==> config.mk <==
export PLATFORM = sky130hd
export DESIGN_NAME = pc_reg
export DESIGN_NICKNAME = d
export VERILOG_FILES = /design/src/rtl/risc5_pkg.sv /design/src/rtl/pc_incr.sv /design/src/rtl/pc_reg.sv
export SDC_FILE = /design/constraint.sdc
export NUM_CORES = 1
export LEC_CHECK = 0
export ABC_AREA = 1
export CAP_MARGIN = 5
export CORE_ASPECT_RATIO = 0.8
export CORE_MARGIN = 2
export CORE_UTILIZATION = 44
export DETAILED_ROUTE_END_ITERATION = 6
export GPL_ROUTABILITY_DRIVEN = 0
export PLACE_DENSITY = 0.95
export SYNTH_ARGS = -nofsm -noshare
export SYNTH_HDL_FRONTEND = slang
export SYNTH_SLANG_ARGS = --single-unit
==> constraint.sdc <==
create_clock -name clk -period 2.9 [get_ports clk]
set_input_delay 0.29 -clock clk [delete_from_list [all_inputs] [get_ports clk]]
set_output_delay 0.29 -clock clk [all_outputs]
set_load 0.05 [all_outputs]
==> src/rtl/risc5_pkg.sv <==
// risc5_pkg: shared core constants (PC width, reset vector, sequential PC increment).
package risc5_pkg;
  localparam int XLEN = 32;
  localparam logic [XLEN-1:0] RESET_VECTOR = 32'h0000_0000;
  localparam int PC_INCR = 4;
endpackage

==> src/rtl/pc_incr.sv <==
// pc_incr: constant +4 adder giving the sequential next PC, wrapping modulo 2^W.
module pc_incr
  import risc5_pkg::*;
#(
  parameter int W = XLEN
) (
  input  logic [W-1:0] pc,
  output logic [W-1:0] pc_plus4
);
  assign pc_plus4 = pc + W'(PC_INCR);
endmodule

==> src/rtl/pc_reg.sv <==
// pc_reg: program-counter register with load enable and async active-low reset.
// Define PC_ALIGN_CHECK_EN to add a registered 4-byte misalignment flag on pc_misal.
module pc_reg #(
  parameter int              XLEN         = risc5_pkg::XLEN,
  parameter logic [XLEN-1:0] RESET_VECTOR = risc5_pkg::RESET_VECTOR
) (
  input  logic            clk,
  input  logic            rst_n,
  input  logic            en,
  input  logic [XLEN-1:0] pc_prev,
  output logic [XLEN-1:0] pc,
  output logic [XLEN-1:0] pc_plus4,
  output logic            pc_misal
);
  logic [XLEN-1:0] pc_d, pc_q;
  always_comb begin
    pc_d = pc_q;
    if (en) pc_d = pc_prev;
  end
  always_ff @(posedge clk or negedge rst_n)
    if (!rst_n) pc_q <= RESET_VECTOR;
    else        pc_q <= pc_d;
  assign pc = pc_q;
  pc_incr #(.W(XLEN)) u_incr (.pc(pc_q), .pc_plus4(pc_plus4));
`ifdef PC_ALIGN_CHECK_EN
  logic misal_d, misal_q;
  always_comb begin
    misal_d = misal_q;
    if (en) misal_d = pc_prev[1:0] != 2'b00;
  end
  always_ff @(posedge clk or negedge rst_n)
    if (!rst_n) misal_q <= 1'b0;
    else        misal_q <= misal_d;
  assign pc_misal = misal_q;
`else
  assign pc_misal = 1'b0;
`endif
endmodule

### After elaboration in Yosys (flattened, before gate mapping)

Index checks and enable logic that the tools add are counted.

| operators by class | value |
|---|---|
| add/sub/neg operators | 1 |

Operators by type and width:

| kind | count |
|---|---|
| adder 32 x 3 -> 32 bit, second input constant | 1 |

| storage, ports and cells | value |
|---|---|
| register bits after elaboration | 32 |
| input port bits | 35 |
| output and inout bits | 65 |
| word-level logic and storage cells | 2 |

### Logic depth before layout (Yosys ltp)

Gate-level depths: netlist (run 1).

| depth | value |
|---|---|
| depth after elaboration | 1 |
| mapped depth | 8 |
| depth with buffers taken out | 8 |

### Cells and area by module

A second synthesis (run 1) with hierarchy kept.

| second synthesis, totals | value |
|---|---|
| cell total of the unflattened synthesis | 315 |
| area total of the unflattened synthesis | 2,213.4 um2 |

By module, submodules not included:

| module | times used | cells an instance | area an instance (um2) | seq. area each (um2) |
|---|---|---|---|---|
| pc_reg | 1 | 138 | 1,303.8 | 800.8 |
| pc_incr | 1 | 177 | 909.6 | 0.0 |

### Least setup slack after synthesis (run 1)

OpenSTA, ideal clock, no wires.

| timing path | value |
|---|---|
| path kind | register to output |
| from | register pc_q[2] (netlist: pc[2]) |
| to | output pc_plus4[17] |
| data arrival time | 2.293 ns |
| data required time | 2.610 ns |
| slack | 0.317 ns |
| stages on the path, launching flop included | 6 |
| buffers on the path | 0 |
| path through | dfrtp_1 > inv_1 > nor2_4 > nand2_4 > nor2_4 > xor2_1 |

| between the ends | value |
|---|---|
| longest elaborated chain between the ends | 1 |

Ends and longest elaborated chain:

| what | line | RTL |
|---|---|---|
| start, declared | pc_reg.sv:15 | `logic [XLEN-1:0] pc_d, pc_q;` |
| start signal, assigned | pc_reg.sv:22 | `else pc_q <= pc_d;` |
| adder 32 x 3 -> 32 bit | pc_incr.sv:10 | `assign pc_plus4 = pc + W'(PC_INCR);` |
| end, declared | pc_reg.sv:12 | `output logic [XLEN-1:0] pc_plus4,` |

No other way between the ends.

### Worst setup path after layout (run 1)

| timing path | value |
|---|---|
| from | register pc_q[3] (netlist: pc[3]) |
| to | output pc_plus4[12] |

The elaborated chain is that of the path after synthesis.

==> metrics.csv, run 1 <==
stage;metric;value;unit
final_layout;diodes;0;
yosys;post_synth_instance_area;2021;um^2
timing;fmax;0.3602;GHz
power_and_ir_drop;total_leakage_power;1.389;nW
yosys;yosysWarningCount;0;
worst_hold_path;holdCritPathClass;input pin to async pin;
yosys;postSynthRegisterBits;32;
timing;worst_slew_pin_slew;0.8456;ns
timing;max-slew-margin-rel;0.4363;
timing;timing.final.crit_period;2.776;ns
die;chipWidth;79.77;um
global_routing;global_route_wire_length_before_repair;9039;um
setup_path;cp_slowest_stage_delay;0.84;ns
timing;timing.final.hold_violations;0;
yosys;portion_of_the_post_synthesis_area_used_by_sequential_elements;0.3963;
routing;detail-route-antenna-nets;0;
final_layout;n_fill_cell;365;
routing;routed_wire_length_per_instance;13.16;um
clocking;cts-buffers-inserted;5;
timing;setup_total_negative_slack;0;ns
setup_path;crit_path_max_fanout;4;
setup_path;cp_data_arrival_time;2.49;ns
clocking;cts_root_buffer;sky130_fd_sc_hd__clkbuf_8;
setup_path;crit_required;2.61;ns
global_routing;globalRoute.totalOverflow;0;
clocking;clock-sinks;32;
timing;postLayoutSetupSlackWorst;0.1241;ns
final_layout;final-seq-area;800.8;um^2
setup_path;critical_path_class;flip-flop to output pin;
yosys;syn-instance-count;276;
global_routing;grt_util_all_layers;0.2259;
yosys;syn-num-nets;312;
clocking;htree_num_levels;2;
routing;drc_errors;0;
final_layout;areaGrowthSynthToFinish;55.36;%
yosys;yosys.cell_types.count;18;
timing;unrepaired_setup_endpoints_after_global_routing;false;
setup_path;critical_path.cell_chain;ha_1, nand2_1, nor2_1, nand2_2, nor2_2, xor2_1, clkdlybuf4s50_1;
global_routing;grt_start_max_net_pins;52;
setup_path;critical_path.startpoint_type;flip-flop;
die;design.portCount;100;
die;coreArea;4514;um^2
job;drv_cap;0;
die;design.die.area;5154;um^2
clocking;cts_tree;done;
final_layout;area_of_the_multi_input_gates;1071;um^2
clocking;worstSkewPairLatency;0.29;ns
die;row_count;22;
routing;route.vias.total;2142;
routing;drt_wl_total;5711;um
setup_path;cpMaxStageDelayCell;sky130_fd_sc_hd__clkdlybuf4s50_1;
setup_path;crit_path_end_kind;output pin;
place;dpl.hpwl;4395;um
timing;final_min_period_over_clock_period;0.9572;
timing;report.final.setup_viol;0;
power_and_ir_drop;vdd_ir_drop_max;0.3096;mV
routing;drt_iter0_markers;161;
routing;route.detailed.vias_per_inst;4.935;
timing;skew;0;ns
status;status;complete, no violations;
clocking;clk_path_buf_depth;2;
routing;detail_route.first_pass.iterations;4;
timing;final-max-slew-violation-count;0;
clocking;cts.repair_timing.setup_buffer_count;0;
final_layout;post_route_cells_drive_above_1_share;0.09091;
die;start_util;0.4476;
die;die_y;64.62;um
clocking;register_clock_pin_slew_on_the_reported_worst_setup_and_hold_paths;0.07;ns
clocking;holdBufCountCts;0;
final_layout;nets;409;
clocking;post_cts.resized_instances;0;
timing;finalHoldWorstSlack;0.4008;ns
yosys;avgSynthCellArea;7.321;um^2
global_routing;grt_pass1_vias;2047;
power_and_ir_drop;powerDensity;528.4;nW/um^2
place;port_buffers;98;
final_layout;number_of_flip_flops_in_the_largest_register;32;
place;dpl_worst_slack;0.4485;ns
global_routing;antenna_found_initial;0;
==> critical path: cells and delay by family (launching register included) <==
kind	cells	cell delay, ns
buffers and inverters	1	0.84
DFF	1	0.40
xor gates and xnor gates	1	0.17
adders and majority gates	1	0.23
and+or+nand+nor	4	0.55
==> routing by layer <==
metal	share of wire	up-vias	GRT usage
li1	-	1047	-
met1	0.41	978	0.2796
met2	0.48	98	0.3750
met3	0.086	19	0.06128
met4	0.024	0	0.09110
met5	0	-	0
==> final timing paths <==
| kind | startpoint | slack, ns | to | cells past startpoint |
|---|---|---|---|---|
| worst max-delay path | pc[3] | 0.12 | pc_plus4[12] | 7 |
| worst min-delay path | rst_n | 0.40 | pc[24] | 2 |
| worst max register to register | pc[4] | 2.03 | pc[4] | 1 |
| worst min register to register | pc[0] | 0.53 | pc[0] | 1 |
| max in group asynchronous | rst_n | 2.20 | pc[21] | 2 |
| min in group clk | pc[0] | 0.53 | pc[0] | 1 |
==> area by class of cell <==
type / instances / share of cell area
Clock buffer: 6 / 0.02312
Clock inverter: 2 / 0.01116
Inverter: 27 / 0.03228
Multi-Input combinational cell: 208 / 0.3412
Sequential cell: 32 / 0.2551
Tap cell: 60 / 0.02391
Timing Repair Buffer: 99 / 0.3133
==> stage by stage <==
| step | area (um^2) | util | total power, W | cells |
|---|---|---|---|---|
| after floorplan | 2021 | - | 0.0009865 | 276 |
| after global placement | 3032 | 0.6716 | 0.001237 | 426 |
| after detailed placement | 3032 | 0.6716 | 0.001247 | 426 |
| after CTS | 3139 | 0.6954 | 0.001667 | 434 |
| after global routing | 3139 | 0.6954 | 0.001722 | 434 |
| final | 3139 | 0.6954 | 0.001659 | 434 |
==> cells in the final DEF (no fill, tap or decap) <==
| master | Yosys | layout |
|---|---|---|
| sky130_fd_sc_hd__nor2_2 | 4 | 4 |
| sky130_fd_sc_hd__clkbuf_8 | 0 | 5 |
| sky130_fd_sc_hd__nand3_1 | 14 | 14 |
| sky130_fd_sc_hd__nand2_4 | 1 | 1 |
| sky130_fd_sc_hd__bufinv_16 | 0 | 1 |
| sky130_fd_sc_hd__buf_2 | 2 | 1 |
| sky130_fd_sc_hd__buf_4 | 3 | 1 |
| sky130_fd_sc_hd__inv_1 | 27 | 27 |
| sky130_fd_sc_hd__nor2_4 | 5 | 5 |
| sky130_fd_sc_hd__and2_1 | 3 | 3 |
| sky130_fd_sc_hd__dfrtp_1 | 32 | 32 |
| sky130_fd_sc_hd__nand2_2 | 2 | 2 |
| sky130_fd_sc_hd__clkdlybuf4s50_1 | 0 | 97 |
| sky130_fd_sc_hd__nand2_1 | 100 | 100 |
| sky130_fd_sc_hd__clkbuf_1 | 4 | 1 |
| sky130_fd_sc_hd__clkinv_2 | 0 | 1 |
| sky130_fd_sc_hd__conb_1 | 1 | 1 |
| sky130_fd_sc_hd__ha_1 | 1 | 1 |
| sky130_fd_sc_hd__mux2_2 | 13 | 13 |
| sky130_fd_sc_hd__xor2_1 | 15 | 15 |
| sky130_fd_sc_hd__nor2_1 | 30 | 30 |
| sky130_fd_sc_hd__o21ai_0 | 19 | 19 |
==> cells by family (layout without fill, tap and decap cells) <==
| logic type | count (synthesis) | after routing | share of synthesized area |
|---|---|---|---|
| AO/OA/AOI/OAI | 19 | 19 | 0.04706 |
| XOR/XNOR | 15 | 15 | 0.06502 |
| adder cells (fa/ha/maj) | 1 | 1 | 0.006191 |
| buffers and inverters | 36 | 134 | 0.07368 |
| flip-flops | 32 | 32 | 0.3963 |
| multiplexers | 13 | 13 | 0.07245 |
| other | 1 | 1 | 0.001856 |
| AND/OR/NAND/NOR | 159 | 159 | 0.3375 |
==> Yosys cell counts <==
library cell               instances  area [um^2]
sky130_fd_sc_hd__o21ai_0          19        95.09
sky130_fd_sc_hd__inv_1            27        101.4
sky130_fd_sc_hd__nand2_4           1        11.26
sky130_fd_sc_hd__clkbuf_1          4        15.01
sky130_fd_sc_hd__nor2_1           30        112.6
sky130_fd_sc_hd__mux2_2           13        146.4
sky130_fd_sc_hd__xor2_1           15        131.4
sky130_fd_sc_hd__and2_1            3        18.77
sky130_fd_sc_hd__nand2_2           2        12.51
sky130_fd_sc_hd__ha_1              1        12.51
sky130_fd_sc_hd__dfrtp_1          32        800.8
sky130_fd_sc_hd__nand3_1          14        70.07
sky130_fd_sc_hd__nand2_1         100        375.4
sky130_fd_sc_hd__conb_1            1        3.750
sky130_fd_sc_hd__nor2_4            5        56.30
sky130_fd_sc_hd__buf_2             2        10.01
sky130_fd_sc_hd__nor2_2            4        25.02
sky130_fd_sc_hd__buf_4             3        22.52
==> report_power, final <==
group          switching [W]  total, W  internal (W)
clock network       0.000163  0.000418      0.000255
registers          0.0000591  0.000548      0.000489
logic               0.000456  0.000693      0.000238
(Power assumes the default switching activity.)
==> run 2, diff against run 1 <==
SETUP_SLACK_MARGIN = 0.1   (was not set)
==> metrics.csv, run 2 (synthesized netlist as in run 1, its figures left out) <==
stage;metric;value;unit;change
status;status;complete, no violations;;unchanged
timing;timing.final.crit_period;2.700;ns;was 2.776 ns
final_layout;top_library_cells_by_usage_in_the_layout_fill_and_taps_aside;100 x sky130_fd_sc_hd__nand2_1, 85 x sky130_fd_sc_hd__clkdlybuf4s50_1, 32 x sky130_fd_sc_hd__dfrtp_1;;was 100 x sky130_fd_sc_hd__nand2_1, 97 x sky130_fd_sc_hd__clkdlybuf4s50_1, 32 x sky130_fd_sc_hd__dfrtp_1
place;dpl.hpwl;4395;um;unchanged
clocking;cts_tree;done;;unchanged
die;start_util;0.4476;;unchanged
setup_path;crit_buf_inv;1;;unchanged
die;coreArea;4514;um^2;unchanged
routing;detail-route-antenna-nets;0;;unchanged
setup_path;critical-path-top-delay-family;buffers and inverters;;unchanged
global_routing;grt_pass1_vias;2047;;unchanged
clocking;worstSkewPairLatency;0.28;ns;was 0.29 ns
timing;max-slew-margin-rel;0.4420;;was 0.4363
setup_path;cp_slowest_stage_delay;0.85;ns;was 0.84 ns
timing;unrepaired_setup_endpoints_after_global_routing;false;;unchanged
worst_hold_path;holdCritPathClass;input pin to async pin;;unchanged
setup_path;crit_required;2.61;ns;about the same
routing;drt_iter0_markers;147;;was 161
timing;worst_slew_pin_slew;0.8370;ns;was 0.8456 ns
clocking;register_clock_pin_slew_on_the_reported_worst_setup_and_hold_paths;0.07;ns;about the same
routing;route.detailed.vias_per_inst;4.952;;was 4.935
die;chipWidth;79.77;um;unchanged
global_routing;globalRoute.totalOverflow;0;;unchanged
final_layout;number_of_flip_flops_in_the_largest_register;32;;unchanged
routing;routed_wire_length_per_instance;13.33;um;was 13.16 um
timing;setup_total_negative_slack;0;ns;unchanged
timing;fmax;0.3704;GHz;was 0.3602 GHz
final_layout;n_fill_cell;361;;was 365
timing;timing.final.hold_violations;0;;unchanged
global_routing;grt_start_max_net_pins;52;;unchanged
die;design.die.area;5154;um^2;unchanged
die;design.portCount;100;;unchanged
timing;report.final.setup_viol;0;;unchanged
global_routing;grt_util_all_layers;0.2259;;unchanged
final_layout;layout.cells.most_common;sky130_fd_sc_hd__nand2_1;;unchanged
clocking;clock-sinks;32;;unchanged
place;numPlacedInstances;426;;unchanged
setup_path;critical_path.most_common_cell;sky130_fd_sc_hd__nor2_4;;
timing;final_min_period_over_clock_period;0.9310;;was 0.9572
setup_path;critical_path.startpoint_type;flip-flop;;unchanged
routing;drt_wl_total;5786;um;was 5711 um
routing;drc_errors;0;;unchanged
clocking;cts.repair_timing.setup_buffer_count;0;;unchanged
final_layout;post-route-cell-area;3169;um^2;was 3139 um^2
setup_path;cp_data_arrival_time;2.41;ns;was 2.49 ns
clocking;clk_path_buf_depth;2;;unchanged
final_layout;final-instance-count-excl-fill;434;;unchanged
die;die_y;64.62;um;unchanged
global_routing;antenna_found_initial;0;;unchanged
timing;final-max-slew-violation-count;0;;unchanged
die;row_count;22;;unchanged
timing;finalHoldWorstSlack;0.4035;ns;was 0.4008 ns
power_and_ir_drop;total_leakage_power;1.512;nW;was 1.389 nW
place;placement.cell_area;3032;um^2;unchanged
setup_path;crit_path_max_fanout;6;;was 4
timing;skew;0;ns;unchanged
routing;detail_route.first_pass.iterations;4;;unchanged
clocking;cts-buffers-inserted;5;;unchanged
setup_path;critical_path_class;flip-flop to output pin;;unchanged
final_layout;diodes;0;;unchanged
final_layout;areaGrowthSynthToFinish;56.84;%;was 55.36%
place;port_buffers;98;;unchanged
setup_path;critical_path.cell_chain;nand2_1, nor2_4, nand2_2, nor2_4, xor2_1, clkdlybuf4s50_1;;was ha_1, nand2_1, nor2_1, nand2_2, nor2_2, xor2_1, clkdlybuf4s50_1
power_and_ir_drop;vdd_ir_drop_max;0.3103;mV;was 0.3096 mV
clocking;cts_root_buffer;sky130_fd_sc_hd__clkbuf_8;;unchanged
final_layout;post_route_cells_drive_above_1_share;0.09091;;unchanged
clocking;htree_num_levels;2;;unchanged
routing;route.vias.total;2149;;was 2142
setup_path;cpMaxStageDelayCell;sky130_fd_sc_hd__clkdlybuf4s50_1;;unchanged
setup_path;crit_path_end_kind;output pin;;unchanged
job;drv_cap;0;;unchanged
power_and_ir_drop;total_power;0.001656;W;was 0.001659 W
final_layout;nets;409;;unchanged
global_routing;global_route_wire_length_before_repair;9039;um;unchanged
power_and_ir_drop;powerDensity;522.4;nW/um^2;was 528.4 nW/um^2
run 2: area by class of cell:
cell class	instances	area [um^2]	area share
clock buffer	6	72.57	0.02290
clock inverter	2	35.03	0.01105
inverter	27	101.3	0.03198
multi-input combinational	208	1071	0.3379
sequential	32	800.8	0.2527
tap	60	75.07	0.02369
timing repair buffer	99	1013	0.3198
run 2: path summary, 6_finish.rpt:
check	endpoint	cells past startpoint	start	slack (ns)
max in group asynchronous	pc[21]	2	rst_n	2.20
max	pc_plus4[15]	6	pc[4]	0.20
min reg2reg	pc[0]	1	pc[0]	0.54
max reg2reg	pc[4]	1	pc[4]	2.03
min	pc[24]	2	rst_n	0.40
min in group clk	pc[0]	1	pc[0]	0.54
run 2: report_power, final:
part	leakage [nW]	switching, W	total, W	internal [W]
Combinational	1.07	0.000456	0.000692	0.000236
Clock	0.0552	0.000162	0.000417	0.000255
Sequential	0.383	0.0000590	0.000548	0.000489
Total	1.51	0.000677	0.00166	0.000979
run 2: repair_timing:
item                       in CTS  in global routing
setup endpoints to repair       0                 12
hold buffers                    0                  0
resized for setup               0                 12
run 2: per-stage QoR:
stage	setup slack, ns	util
after floorplan	0.3175	-
after global placement	0.5445	0.6716
after detailed placement	0.4485	0.6716
after CTS	0.1248	0.6954
after global routing	0.1006	0.7021
final	0.2001	0.7021
run 2: metal layers:
metal	vias to the layer above	share of wire	wire length (um)	track usage
met5	-	0	0	0
met4	0	0.020	116	0.09110
met3	14	0.086	499	0.06128
met2	98	0.49	2820	0.3750
met1	988	0.41	2348	0.2796
li1	1049	-	-	-
